[src/rtl/cpu_pkg.sv]
// -----------------------------------------------------------------------------
// cpu_pkg
//   Shared definitions for the 64-bit core front end.
//   - Architectural widths (XLEN, ILEN) and the fetch stride (INSTR_BYTES).
//   - Major opcodes shared between the fetch stage and the immediate generator.
//   - fetch_entry_t: one fetch-buffer slot {pc, instr, filled}.
//   - align_pc(): forces a target address onto a word boundary.
// -----------------------------------------------------------------------------
package cpu_pkg;

  localparam int XLEN        = 64;
  localparam int ILEN        = 32;
  localparam int INSTR_BYTES = 4;

  // Major opcodes (instr[6:0]) consumed by the immediate generator / decoder.
  localparam logic [6:0] OP_LOAD   = 7'b0000011;
  localparam logic [6:0] OP_STORE  = 7'b0100011;
  localparam logic [6:0] OP_BRANCH = 7'b1100011;
  localparam logic [6:0] OP_JAL    = 7'b1101111;

  typedef struct packed {
    logic [XLEN-1:0] pc;
    logic [ILEN-1:0] instr;
    logic            filled;
  } fetch_entry_t;

  // Instructions are word aligned; the low two bits of any target are dropped.
  function automatic logic [XLEN-1:0] align_pc(input logic [XLEN-1:0] addr);
    return {addr[XLEN-1:2], 2'b00};
  endfunction

endpackage

[src/rtl/instr_fetch_unit_if.sv]
// -----------------------------------------------------------------------------
// instr_fetch_unit_if
//   Bundles the two handshakes of the fetch stage:
//     imem_req_*  : fetch requests to instruction memory (valid/ready)
//     imem_rsp_*  : in-order responses from memory (valid only, no backpressure)
//     if_*        : instructions presented to decode (valid/ready)
//   Modports:
//     master : the fetch unit (drives requests and the decode-side outputs)
//     slave  : the environment (memory and decode)
// -----------------------------------------------------------------------------
interface instr_fetch_unit_if;
  import cpu_pkg::*;

  logic            imem_req_valid;
  logic            imem_req_ready;
  logic [XLEN-1:0] imem_req_addr;
  logic            imem_rsp_valid;
  logic [ILEN-1:0] imem_rsp_data;

  logic            if_valid;
  logic            if_ready;
  logic [ILEN-1:0] if_instruction;
  logic [XLEN-1:0] if_pc;

  modport master (
    output imem_req_valid, imem_req_addr,
    input  imem_req_ready,
    input  imem_rsp_valid, imem_rsp_data,
    output if_valid, if_instruction, if_pc,
    input  if_ready
  );

  modport slave (
    input  imem_req_valid, imem_req_addr,
    output imem_req_ready,
    output imem_rsp_valid, imem_rsp_data,
    input  if_valid, if_instruction, if_pc,
    output if_ready
  );

endinterface

[src/rtl/instr_fetch_unit_buf.sv]
// -----------------------------------------------------------------------------
// fetch_buf
//   Circular buffer of DEPTH fetch entries with three independent pointers:
//     alloc_ptr : advanced when a fetch request is accepted (records its pc)
//     fill_ptr  : advanced when a response is written (records the instr)
//     rd_ptr    : advanced when decode pops the head entry
//   All pointers wrap naturally because DEPTH is a power of two.
//   Ports:
//     clk, rst_n      clock, asynchronous active-low reset
//     flush           discard every entry and zero all pointers/counts
//     alloc_en/pc     allocate the entry at alloc_ptr for this pc
//     fill_en/instr   write the instruction into the entry at fill_ptr
//     pop_en          retire the head entry (caller guarantees head.filled)
//     head            entry at rd_ptr
//     used            entries allocated and not yet popped
//     unfilled        entries allocated and not yet filled
// -----------------------------------------------------------------------------
module fetch_buf
  import cpu_pkg::*;
#(
  parameter  int DEPTH = 4,
  localparam int PTR_W = $clog2(DEPTH),
  localparam int CNT_W = $clog2(DEPTH + 1)
) (
  input  logic             clk,
  input  logic             rst_n,
  input  logic             flush,
  input  logic             alloc_en,
  input  logic [XLEN-1:0]  alloc_pc,
  input  logic             fill_en,
  input  logic [ILEN-1:0]  fill_instr,
  input  logic             pop_en,
  output fetch_entry_t     head,
  output logic [CNT_W-1:0] used,
  output logic [CNT_W-1:0] unfilled
);

  logic [XLEN-1:0]  pc_q    [DEPTH];
  logic [ILEN-1:0]  instr_q [DEPTH];
  logic [DEPTH-1:0] filled_q;

  logic [PTR_W-1:0] alloc_ptr;
  logic [PTR_W-1:0] fill_ptr;
  logic [PTR_W-1:0] rd_ptr;

  // NOTE: the payload arrays carry no reset; an entry is only observable
  // through its filled bit, and that bit is reset, so stale payload is harmless.
  always_ff @(posedge clk) begin
    if (alloc_en) pc_q[alloc_ptr]   <= alloc_pc;
    if (fill_en)  instr_q[fill_ptr] <= fill_instr;
  end

  // NOTE: sequential state uses non-blocking assignments so every register
  // samples the pre-edge value of the others, independent of statement order.
  always_ff @(posedge clk or negedge rst_n) begin
    if (!rst_n) begin
      alloc_ptr <= '0;
      fill_ptr  <= '0;
      rd_ptr    <= '0;
      used      <= '0;
      unfilled  <= '0;
      filled_q  <= '0;
    end else if (flush) begin
      alloc_ptr <= '0;
      fill_ptr  <= '0;
      rd_ptr    <= '0;
      used      <= '0;
      unfilled  <= '0;
      filled_q  <= '0;
    end else begin
      // The three pointers never address the same slot in one cycle: alloc
      // targets a free slot, fill the oldest unfilled one, pop a filled one.
      if (alloc_en) begin
        filled_q[alloc_ptr] <= 1'b0;
        alloc_ptr           <= alloc_ptr + PTR_W'(1);
      end
      if (fill_en) begin
        filled_q[fill_ptr] <= 1'b1;
        fill_ptr           <= fill_ptr + PTR_W'(1);
      end
      if (pop_en) begin
        filled_q[rd_ptr] <= 1'b0;
        rd_ptr           <= rd_ptr + PTR_W'(1);
      end
      used     <= used + CNT_W'(alloc_en) - CNT_W'(pop_en);
      unfilled <= unfilled + CNT_W'(alloc_en) - CNT_W'(fill_en);
    end
  end

  assign head.pc     = pc_q[rd_ptr];
  assign head.instr  = instr_q[rd_ptr];
  assign head.filled = filled_q[rd_ptr];

endmodule

[src/rtl/instr_fetch_unit.sv]
// -----------------------------------------------------------------------------
// instr_fetch_unit
//   Fetch stage of the 64-bit core. Owns the PC, issues in-order word fetches
//   to instruction memory, buffers up to DEPTH in-flight/returned instructions
//   and hands them to decode over a valid/ready handshake. A redirect flushes
//   the buffer and restarts fetch at the new target; responses still in flight
//   for the flushed requests are counted in `discard` and dropped on arrival.
//   Parameters:
//     DEPTH     buffer entries / max outstanding fetches (power of two, >= 2)
//     RESET_PC  first fetch address after reset (word aligned)
//   Ports:
//     clk, rst_n                  clock, asynchronous active-low reset
//     redirect_valid/redirect_pc  taken branch/jump; target low bits ignored
//     bus (master)                imem request/response and decode handshake
// -----------------------------------------------------------------------------
module instr_fetch_unit
  import cpu_pkg::*;
#(
  parameter int              DEPTH    = 4,
  parameter logic [XLEN-1:0] RESET_PC = 64'h0
) (
  input  logic                clk,
  input  logic                rst_n,
  input  logic                redirect_valid,
  input  logic [XLEN-1:0]     redirect_pc,
  instr_fetch_unit_if.master  bus
);

  localparam int CNT_W = $clog2(DEPTH + 1);

  logic [XLEN-1:0]  pc;
  logic [CNT_W-1:0] discard;
  logic             started;

  fetch_entry_t     head;
  logic [CNT_W-1:0] used;
  logic [CNT_W-1:0] unfilled;

  logic req_valid;
  logic accept;
  logic fill_en;
  logic pop_en;

  // Requests are held back until the first edge after reset release, and
  // whenever the buffer plus the still-to-be-dropped responses would overflow.
  // Keeping used + discard <= DEPTH bounds the outstanding fetches, so a
  // response always has an allocated slot (or a discard credit) waiting.
  assign req_valid = started && !redirect_valid &&
                     ((used + discard) < CNT_W'(DEPTH));
  assign accept    = req_valid && bus.imem_req_ready;
  assign fill_en   = bus.imem_rsp_valid && (discard == '0);
  assign pop_en    = head.filled && bus.if_ready;

  fetch_buf #(
    .DEPTH (DEPTH)
  ) u_buf (
    .clk        (clk),
    .rst_n      (rst_n),
    .flush      (redirect_valid),
    .alloc_en   (accept),
    .alloc_pc   (pc),
    .fill_en    (fill_en),
    .fill_instr (bus.imem_rsp_data),
    .pop_en     (pop_en),
    .head       (head),
    .used       (used),
    .unfilled   (unfilled)
  );

  always_ff @(posedge clk or negedge rst_n) begin
    if (!rst_n) begin
      pc      <= RESET_PC;
      discard <= '0;
      started <= 1'b0;
    end else begin
      started <= 1'b1;
      if (redirect_valid) begin
        pc <= align_pc(redirect_pc);
        // Every outstanding request (old discards plus unfilled entries) will
        // still be answered; the one answered this cycle is already accounted.
        discard <= discard + unfilled - CNT_W'(bus.imem_rsp_valid);
      end else begin
        if (accept) pc <= pc + XLEN'(INSTR_BYTES);
        if (bus.imem_rsp_valid && (discard != '0)) discard <= discard - CNT_W'(1);
      end
    end
  end

  assign bus.imem_req_valid = req_valid;
  assign bus.imem_req_addr  = pc;
  assign bus.if_valid       = head.filled;

  // Payload is masked while the head is empty so decode sees zeros, not
  // leftovers of an already popped or flushed entry.
  always_comb begin
    // NOTE: every output of this block gets a default first so no path
    // leaves it unassigned and no latch is inferred.
    bus.if_instruction = '0;
    bus.if_pc          = '0;
    if (head.filled) begin
      bus.if_instruction = head.instr;
      bus.if_pc          = head.pc;
    end
  end

endmodule
[src/flat_wrapper.sv]
// flat-port wrapper written by rule: the top's interface ports become plain ports
module instr_fetch_unit_flat import cpu_pkg::*;
#(
  parameter int              DEPTH    = 4,
  parameter logic [XLEN-1:0] RESET_PC = 64'h0
)
  (clk, rst_n, redirect_valid, redirect_pc, bus_imem_req_valid, bus_imem_req_addr, bus_imem_req_ready, bus_imem_rsp_valid, bus_imem_rsp_data, bus_if_valid, bus_if_instruction, bus_if_pc, bus_if_ready);
  instr_fetch_unit_if bus_i ();
  input  logic clk;
  input  logic rst_n;
  input  logic redirect_valid;
  input  logic [XLEN-1:0] redirect_pc;
  output wire logic [$bits(bus_i.imem_req_valid)-1:0] bus_imem_req_valid;
  output wire logic [$bits(bus_i.imem_req_addr)-1:0] bus_imem_req_addr;
  input wire logic [$bits(bus_i.imem_req_ready)-1:0] bus_imem_req_ready;
  input wire logic [$bits(bus_i.imem_rsp_valid)-1:0] bus_imem_rsp_valid;
  input wire logic [$bits(bus_i.imem_rsp_data)-1:0] bus_imem_rsp_data;
  output wire logic [$bits(bus_i.if_valid)-1:0] bus_if_valid;
  output wire logic [$bits(bus_i.if_instruction)-1:0] bus_if_instruction;
  output wire logic [$bits(bus_i.if_pc)-1:0] bus_if_pc;
  input wire logic [$bits(bus_i.if_ready)-1:0] bus_if_ready;
  assign bus_imem_req_valid = bus_i.imem_req_valid;
  assign bus_imem_req_addr = bus_i.imem_req_addr;
  assign bus_i.imem_req_ready = bus_imem_req_ready;
  assign bus_i.imem_rsp_valid = bus_imem_rsp_valid;
  assign bus_i.imem_rsp_data = bus_imem_rsp_data;
  assign bus_if_valid = bus_i.if_valid;
  assign bus_if_instruction = bus_i.if_instruction;
  assign bus_if_pc = bus_i.if_pc;
  assign bus_i.if_ready = bus_if_ready;
  instr_fetch_unit #(.DEPTH(DEPTH), .RESET_PC(RESET_PC)) u_core (.clk(clk), .rst_n(rst_n), .redirect_valid(redirect_valid), .redirect_pc(redirect_pc), .bus(bus_i));
endmodule
[config.mk]
export PLATFORM = sky130hd
export DESIGN_NAME = instr_fetch_unit_flat
export DESIGN_NICKNAME = d
export VERILOG_FILES = /design/src/rtl/cpu_pkg.sv /design/src/rtl/instr_fetch_unit_if.sv /design/src/rtl/instr_fetch_unit_buf.sv /design/src/rtl/instr_fetch_unit.sv /design/src/flat_wrapper.sv
export SDC_FILE = /design/constraint.sdc
export NUM_CORES = 1
export LEC_CHECK = 0
export CORE_MARGIN = 2
export CORE_UTILIZATION = 55
export DETAILED_ROUTE_END_ITERATION = 12
export PLACE_DENSITY = 0.78
export SLEW_MARGIN = 15
export SYNTH_ARGS = -nofsm -noshare
export SYNTH_HDL_FRONTEND = slang
export SYNTH_SLANG_ARGS = --single-unit
[constraint.sdc]
create_clock -name clk -period 6.26 [get_ports clk]
set_input_delay 0.939 -clock clk [delete_from_list [all_inputs] [get_ports clk]]
set_output_delay 0.939 -clock clk [all_outputs]
set_load 0.01 [all_outputs]
==> results of run 1 <==
sequential cells by signal, summed over array words and instances, names as in the netlist:
name	flops
u_core.u_buf.used	3
u_core.u_buf.pc_q	248
u_core.u_buf.rd_ptr	2
u_core.u_buf.alloc_ptr	2
u_core.u_buf.unfilled	3
u_core.bus.imem_req_addr	62
u_core.u_buf.instr_q	128
u_core.discard	3
u_core.started	1
u_core.u_buf.fill_ptr	2
u_core.u_buf.filled_q	4
per-layer routing:
metal | up-vias | share of wire (%)
met5 | - | 0.024
met4 | 2 | 2.5
met3 | 79 | 7.9
met2 | 520 | 49
met1 | 6012 | 41
li1 | 5235 | -
per-stage QoR:
stage	total power, W	utilization, %
6_report	0.00753	69.2
4_1_cts	0.00760	69.2
2_1_floorplan	0.00437	-
3_5_place_dp	0.00494	64.9
3_3_place_gp	0.00491	64.9
5_1_grt	0.00782	69.2
synthesized netlist by cell type, drive strengths merged (8+ instances only):
library cell,count,area (um2)
ha,23,288
inv,32,120
o21ai,43,215
edfxtp,376,11300
o31ai,11,82.6
dfrtp,82,2050
and3,8,50.1
a31oi,22,138
mux4,94,2120
buf,20,93.8
or4,14,105
or3,17,106
nand4,27,169
nor3,14,75.1
nand3,26,130
nor2b,100,626
nand2,74,278
xnor2,33,289
nor2,46,173
and4,11,96.3
clkbuf,44,165
nor4,12,75.1
final timing paths:
check,start,to,cells past startpoint,slack (ns)
min in group clk,u_core.discard[2]$_DFFE_PN0P_,u_core.discard[2]$_DFFE_PN0P_,1,0.55
worst max-delay path,u_core.u_buf.rd_ptr[1]$_DFFE_PN0P_,bus_if_pc[63],4,1.74
worst max register to register,u_core.u_buf.rd_ptr[1]$_DFFE_PN0P_,u_core.u_buf.used[2]$_DFF_PN0_,10,2.56
worst min register to register,u_core.discard[2]$_DFFE_PN0P_,u_core.discard[2]$_DFFE_PN0P_,1,0.55
worst min-delay path,rst_n,u_core.bus.imem_req_addr[17]$_DFFE_PN0N_,1,0.36
max in group asynchronous,rst_n,u_core.u_buf.rd_ptr[1]$_DFFE_PN0P_,2,4.81
worst register-to-register path, stage by stage, from the launching register on:
cell                      delay (ns)
sky130_fd_sc_hd__dfrtp_4        0.75
sky130_fd_sc_hd__mux2i_1        0.25
sky130_fd_sc_hd__mux2_4         0.89
sky130_fd_sc_hd__nor2_1         0.44
sky130_fd_sc_hd__ha_1           0.39
sky130_fd_sc_hd__inv_1          0.05
sky130_fd_sc_hd__ha_1           0.13
sky130_fd_sc_hd__inv_1          0.05
sky130_fd_sc_hd__fa_1           0.37
sky130_fd_sc_hd__xnor2_1        0.17
sky130_fd_sc_hd__nor2_1         0.05
where the power goes:
part | total [W] | switching (W) | internal [W]
clock network | 0.00266 | 0.00109 | 0.00156
logic | 0.00120 | 0.000606 | 0.000594
registers | 0.00368 | 0.000173 | 0.00350
cell families after synthesis:
kind of cell / after synthesis / share of synthesized area [%]
other: 2 / 0.0387
flip-flops: 458 / 68.8
AND/OR/NAND/NOR: 370 / 10.5
buffers and inverters: 98 / 1.99
adder cells (fa/ha/maj): 26 / 1.79
XOR/XNOR: 37 / 1.67
multiplexers: 101 / 11.3
AO/OA/AOI/OAI: 114 / 3.95
cell type report:
type                            instances  area, um2
Multi-Input combinational cell        653       5720
Clock inverter                         18        138
Fill cell                            2304      10700
Clock buffer                           69       1340
Inverter                               34        128
Antenna cell                            1       2.50
Sequential cell                       458      13400
Tap cell                              455        569
Timing Repair Buffer                  276       2720
==> results.py, run 1 <==
metrics = {
    "synthesis": {
        "syn_area_per_cell_um2": 16.1,
        "ys_async_sr_fraction_pct": 17.9,
        "synth_enable_flop_cells": 376,
        "synth_warnings": 0,
        "synth.lib_cells_used.distinct": 54,
        "synth_flop_cell": "sky130_fd_sc_hd__edfxtp_1",
        "synth.cell_area_mm2": 0.0194,
        "yosys_register_bits": 458,
        "yosysSeqAreaShare_pct": 68.8,
        "netlist_instances": 1206,
    },
    "route": {
        "vias_per_cell": 6.03,
        "dr_total_vias": 11800,
        "drt_drc_violations_left": 0,
        "wl_mm": 45.0,
        "drt_first_pass_iters": 5,
        "drt_iter0_drc": 1205,
        "final_antenna_net_count": 0,
        "wl_per_cell_um": 22.9,
    },
    "floorplan": {
        "die_area_mm2": 0.0368,
        "ios": 264,
        "fp.coreArea_mm2": 0.0346,
        "die_width_um": 192,
        "rows": 68,
        "floorplan.initialDensity_pct": 56.0,
        "dieHeight_um": 192,
    },
    "timing": {
        "setup_violations": 0,
        "layout_setup_ws_ns": 1.74,
        "achievable-frequency_mhz": 221,
        "slew_headroom_pct": 24.8,
        "grt_setup_unrepaired": "false",
        "report.final.hold_viol_count": 0,
        "fin_crit_sh_pct": 72.2,
        "timing_max_transition_violations_final": 0,
        "worst_clock_skew_ns": 0.0155,
        "fin_crit_ns": 4.52,
        "fin_worst_hold_slack_ns": 0.356,
        "tightestPinTransition_ns": 1.13,
        "final_tns_setup_ns": 0,
    },
    "placed_design": {
        "minimum_setup_slack_after_placement_ns": 2.16,
        "placedInstanceArea_mm2": 0.0225,
        "numPortBuffers": 257,
        "dp_hpwl_mm": 28.2,
        "dpl.cell_count": 1876,
        "gp_routability_congestion": 0.856,
    },
    "critical_path": {
        "worst-path-buf-inv": 2,
        "critical-path-max-stage-delay_ns": 0.95,
        "setup.worst_path.start_class": "flip-flop",
        "timing_worst_setup_path_type": "flip-flop to output port",
        "critical_path.endpoint_type": "output port",
        "worst_path_dominant_cell_family": "buffers and inverters",
        "crit_path_cell_trace": "buf_4 > mux4_2 > nor2b_1 > clkdlybuf4s50_1",
        "cp_data_arrival_time_ns": 3.58,
        "cp.required_ns": 5.32,
        "critical_path_fanout_max": 69,
        "max_stage_delay_cell_worst_path": "sky130_fd_sc_hd__buf_4",
    },
    "finish": {
        "final_cell_mix": "sky130_fd_sc_hd__edfxtp_1 (376), sky130_fd_sc_hd__clkdlybuf4s50_1 (255), sky130_fd_sc_hd__nor2b_1 (100)",
        "final_net_count": 1598,
        "mostFrequentLayoutCell": "sky130_fd_sc_hd__edfxtp_1",
        "drive_above_1_share_pct": 12.7,
        "design_area_mm2": 0.0240,
        "syn2layout_area_growth_pct": 23.5,
        "final-instance-count-excl-fill": 1964,
    },
    "power_and_ir_drop": {
        "powerDensity_mw_per_mm2": 314,
        "ir_drop_mv": 0.237,
        "leakagePower_nw": 7.79,
    },
    "grt": {
        "grt_pass1_vias": 11900,
        "grtUsageTotal_pct": 24.8,
        "global_route.peak_usage_layer": "met2",
        "grtUsageMet1_pct": 34.5,
        "grt.met2_usage_pct": 40.7,
        "antenna_found_initial": 2,
        "grt_max_degree": 104,
        "groute.layer.met3.usage_pct": 4.46,
        "wire_length_of_the_first_global_routing_pass_mm": 68.6,
        "global_route_overflow": 0,
    },
    "run_status": {
        "outcome": "completed",
    },
    "clock_network": {
        "post_cts_hold_buffer_count": 0,
        "cell_chosen_for_the_clock_root": "sky130_fd_sc_hd__clkbuf_16",
        "cts-root-to-sink-buffers": 3,
        "clk-insertion-delay-late_ns": 0.55,
        "tritoncts": "built",
        "cts_buffers": 47,
        "post_cts_resize_count": 0,
        "htree_num_levels": 2,
        "clk_transition_reported_paths_ns": 0.06,
        "cts_setup_buffers": 0,
        "clock-sinks": 458,
    },
    "worst_hold_path": {
        "min-delay-path-class": "input pin to async pin",
    },
    "run": {
        "maximum_capacitance_violations": 0,
    },
}
No activity file was read; power rests on OpenSTA's default activity.
==> run 2: changes to the inputs <==
--- a/config.mk
+++ b/config.mk
@@ -6,9 +6,9 @@
 export NUM_CORES = 1
 export LEC_CHECK = 0
 export CORE_MARGIN = 2
-export CORE_UTILIZATION = 55
+export CORE_UTILIZATION = 50
 export DETAILED_ROUTE_END_ITERATION = 12
-export PLACE_DENSITY = 0.78
+export PLACE_DENSITY = 0.75
 export SLEW_MARGIN = 15
 export SYNTH_ARGS = -nofsm -noshare
 export SYNTH_HDL_FRONTEND = slang
==> constraint.sdc (replaced) <==
create_clock -name clk -period 3.9 [get_ports clk]
set_input_delay 0.585 -clock clk [delete_from_list [all_inputs] [get_ports clk]]
set_output_delay 0.585 -clock clk [all_outputs]
set_load 0.01 [all_outputs]
==> run 2 against run 1 <==
Effect of this change:
- wire length rose by 0.55%
- utilization down 6.4 points
- sequential share of layout area fell by 0.49 points
- clock-buffer cell count rose by 2
- clock power increased by 58%
- final cell count grew 3.6%
- power grew 60%
- die area grew 9.8%
- sequential cell count stayed put
- clock skew is 0.00086 ns lower
- design area grew 0.89%
- critical endpoint is now bus_if_pc[35]
==> results.py, run 2 (synthesized netlist as in run 1, its figures left out) <==
metrics = {
    "worst_hold_path": {
        "min-delay-path-class": "input pin to async pin",
    },
    "floorplan": {
        "dieHeight_um": 201,
        "rows": 72,
        "ios": 264,
        "floorplan.initialDensity_pct": 50.4,
        "fp.coreArea_mm2": 0.0385,
        "die_area_mm2": 0.0404,
        "die_width_um": 201,
    },
    "grt": {
        "grtUsageMet1_pct": 30.7,
        "grt_max_degree": 104,
        "groute.layer.met3.usage_pct": 4.71,
        "antenna_found_initial": 4,
        "grtUsageTotal_pct": 22.8,
        "global_route.peak_usage_layer": "met2",
        "wire_length_of_the_first_global_routing_pass_mm": 70.5,
        "grt.met2_usage_pct": 37.3,
        "grt_pass1_vias": 12100,
        "global_route_overflow": 0,
    },
    "critical_path": {
        "worst_path_dominant_cell_family": "buffers and inverters",
        "worstSetupPathDepth": 5,
        "critical_path_fanout_max": 27,
        "max_stage_delay_cell_worst_path": "sky130_fd_sc_hd__dfrtp_4",
        "setup.worst_path.start_class": "flip-flop",
        "critical-path-max-stage-delay_ns": 0.65,
        "worst_r2r_path_depth": 6,
        "crit_path_cell_trace": "mux2i_1 > mux2_4 > buf_4 > nor2b_1 > clkdlybuf4s50_1",
        "critical_path.endpoint_type": "output port",
        "cp_data_arrival_time_ns": 2.93,
        "timing_worst_setup_path_type": "flip-flop to output port",
        "cp.required_ns": 3.31,
        "worst-path-buf-inv": 2,
    },
    "placed_design": {
        "dp_hpwl_mm": 28.3,
        "gp_routability_congestion": 0.881,
        "minimum_setup_slack_after_placement_ns": 0.719,
        "numPortBuffers": 257,
        "placedInstanceArea_mm2": 0.0227,
        "dpl.cell_count": 1948,
    },
    "clock_network": {
        "cts_setup_buffers": 0,
        "clk_transition_reported_paths_ns": 0.06,
        "post_cts_hold_buffer_count": 0,
        "clock-sinks": 458,
        "cell_chosen_for_the_clock_root": "sky130_fd_sc_hd__clkbuf_16",
        "cts_buffers": 47,
        "post_cts_resize_count": 0,
        "clk-insertion-delay-late_ns": 0.56,
        "tritoncts": "built",
        "htree_num_levels": 2,
        "cts-root-to-sink-buffers": 3,
    },
    "run": {
        "maximum_capacitance_violations": 0,
    },
    "route": {
        "dr_total_vias": 11800,
        "drt_first_pass_iters": 5,
        "wl_mm": 45.3,
        "drt_iter0_drc": 879,
        "final_antenna_net_count": 0,
        "vias_per_cell": 5.78,
        "wl_per_cell_um": 22.3,
        "drt_drc_violations_left": 0,
    },
    "finish": {
        "ff_latch_area_mm2": 0.0134,
        "multi_input_area_mm2": 0.00572,
        "drive_above_1_share_pct": 13.3,
        "syn2layout_area_growth_pct": 24.6,
        "largest_register_ffs": 248,
        "final_cell_mix": "sky130_fd_sc_hd__edfxtp_1 (376), sky130_fd_sc_hd__clkdlybuf4s50_1 (255), sky130_fd_sc_hd__nor2b_1 (100)",
        "regMostFlops": "u_core.u_buf.pc_q",
        "mostFrequentLayoutCell": "sky130_fd_sc_hd__edfxtp_1",
        "final-instance-count-excl-fill": 2035,
        "final_net_count": 1607,
        "fillerInstances": 2862,
        "design_area_mm2": 0.0242,
    },
    "timing": {
        "tightestPinTransition_ns": 0.987,
        "timing_max_transition_violations_final": 0,
        "fin_crit_ns": 3.51,
        "fin_crit_sh_pct": 90.0,
        "grt_setup_unrepaired": "false",
        "achievable-frequency_mhz": 285,
        "worst_clock_skew_ns": 0.0146,
        "final_tns_setup_ns": 0,
        "setup_violations": 0,
        "layout_setup_ws_ns": 0.389,
        "slew_headroom_pct": 34.2,
        "fin_worst_hold_slack_ns": 0.123,
        "report.final.hold_viol_count": 0,
    },
    "power_and_ir_drop": {
        "powerDensity_mw_per_mm2": 499,
        "ir_drop_mv": 0.335,
        "leakagePower_nw": 7.85,
    },
    "run_status": {
        "outcome": "completed",
    },
}
## run 2: changes by cell type in the layout (fill, tap and decap cells not counted), sizes merged
| cell | previous run | this run |
|---|---|---|
| clkbuf | 69 | 71 |
| diode | 1 | 2 |
| buf | 21 | 30 |
| clkinv | 17 | 15 |
| inv | 33 | 32 |
| bufinv | 2 | 0 |
| clkinvlp | 0 | 1 |
## run 2: path summary, 6_finish.rpt
path	slack [ns]	end	from
max	0.39	bus_if_pc[35]	u_core.u_buf.rd_ptr[1]$_DFFE_PN0P_
min	0.12	u_core.bus.imem_req_addr[47]$_DFFE_PN0N_	rst_n
max reg2reg	0.73	u_core.bus.imem_req_addr[55]$_DFFE_PN0N_	u_core.u_buf.used[1]$_DFF_PN0_
min reg2reg	0.54	u_core.discard[2]$_DFFE_PN0P_	u_core.discard[2]$_DFFE_PN0P_
max in group asynchronous	2.91	u_core.bus.imem_req_addr[6]$_DFFE_PN0N_	rst_n
min in group clk	0.51	u_core.bus.imem_req_addr[38]$_DFFE_PN0N_	redirect_valid
## run 2: metal layers
metal / vias up / share of wire [%]
li1: 5245 / -
met1: 5938 / 41
met2: 477 / 49
met3: 98 / 6.6
met4: 2 / 3.3
met5: - / 0.035
## run 2: power breakdown
| group | leakage (nW) | total [W] | switching [W] | internal (W) |
|---|---|---|---|---|
| clock network | 0.713 | 0.00421 | 0.00176 | 0.00245 |
| logic | 2.74 | 0.00197 | 0.000987 | 0.000985 |
| registers | 4.39 | 0.00589 | 0.000269 | 0.00562 |
## run 2: final cells by class
class / instances / share of cell area [%]
Antenna cell: 2 / 0.0207
Clock buffer: 71 / 5.74
Clock inverter: 14 / 0.279
Inverter: 34 / 0.528
Multi-Input combinational cell: 653 / 23.6
Sequential cell: 458 / 55.2
Tap cell: 518 / 2.68
Timing Repair Buffer: 285 / 11.9
## run 2: worst reg2reg max path: cells and delay by family (launching register included)
kind	cells	cell delay, ns
AOI/OAI and AO/OA	3	1.40
and+or+nand+nor	2	0.97
DFF	1	0.43
adders and majority gates	1	0.31
## run 2: through the flow
stage                     total power, W  util [%]
after floorplan                  0.00701         -
after global placement           0.00792      59.1
after detailed placement         0.00797      59.1
after CTS                         0.0122      62.8
after global routing              0.0126      62.9
final                             0.0121      62.9
==> run 3: changes to the inputs <==
--- a/config.mk
+++ b/config.mk
@@ -9,7 +9,9 @@
 export CORE_UTILIZATION = 50
 export DETAILED_ROUTE_END_ITERATION = 12
 export PLACE_DENSITY = 0.75
+export SKIP_LAST_GASP = 1
 export SLEW_MARGIN = 15
 export SYNTH_ARGS = -nofsm -noshare
 export SYNTH_HDL_FRONTEND = slang
 export SYNTH_SLANG_ARGS = --single-unit
+export TNS_END_PERCENT = 5
==> results of run 3 <==
Final layout, timing and power as in run 2 (identical DEF).
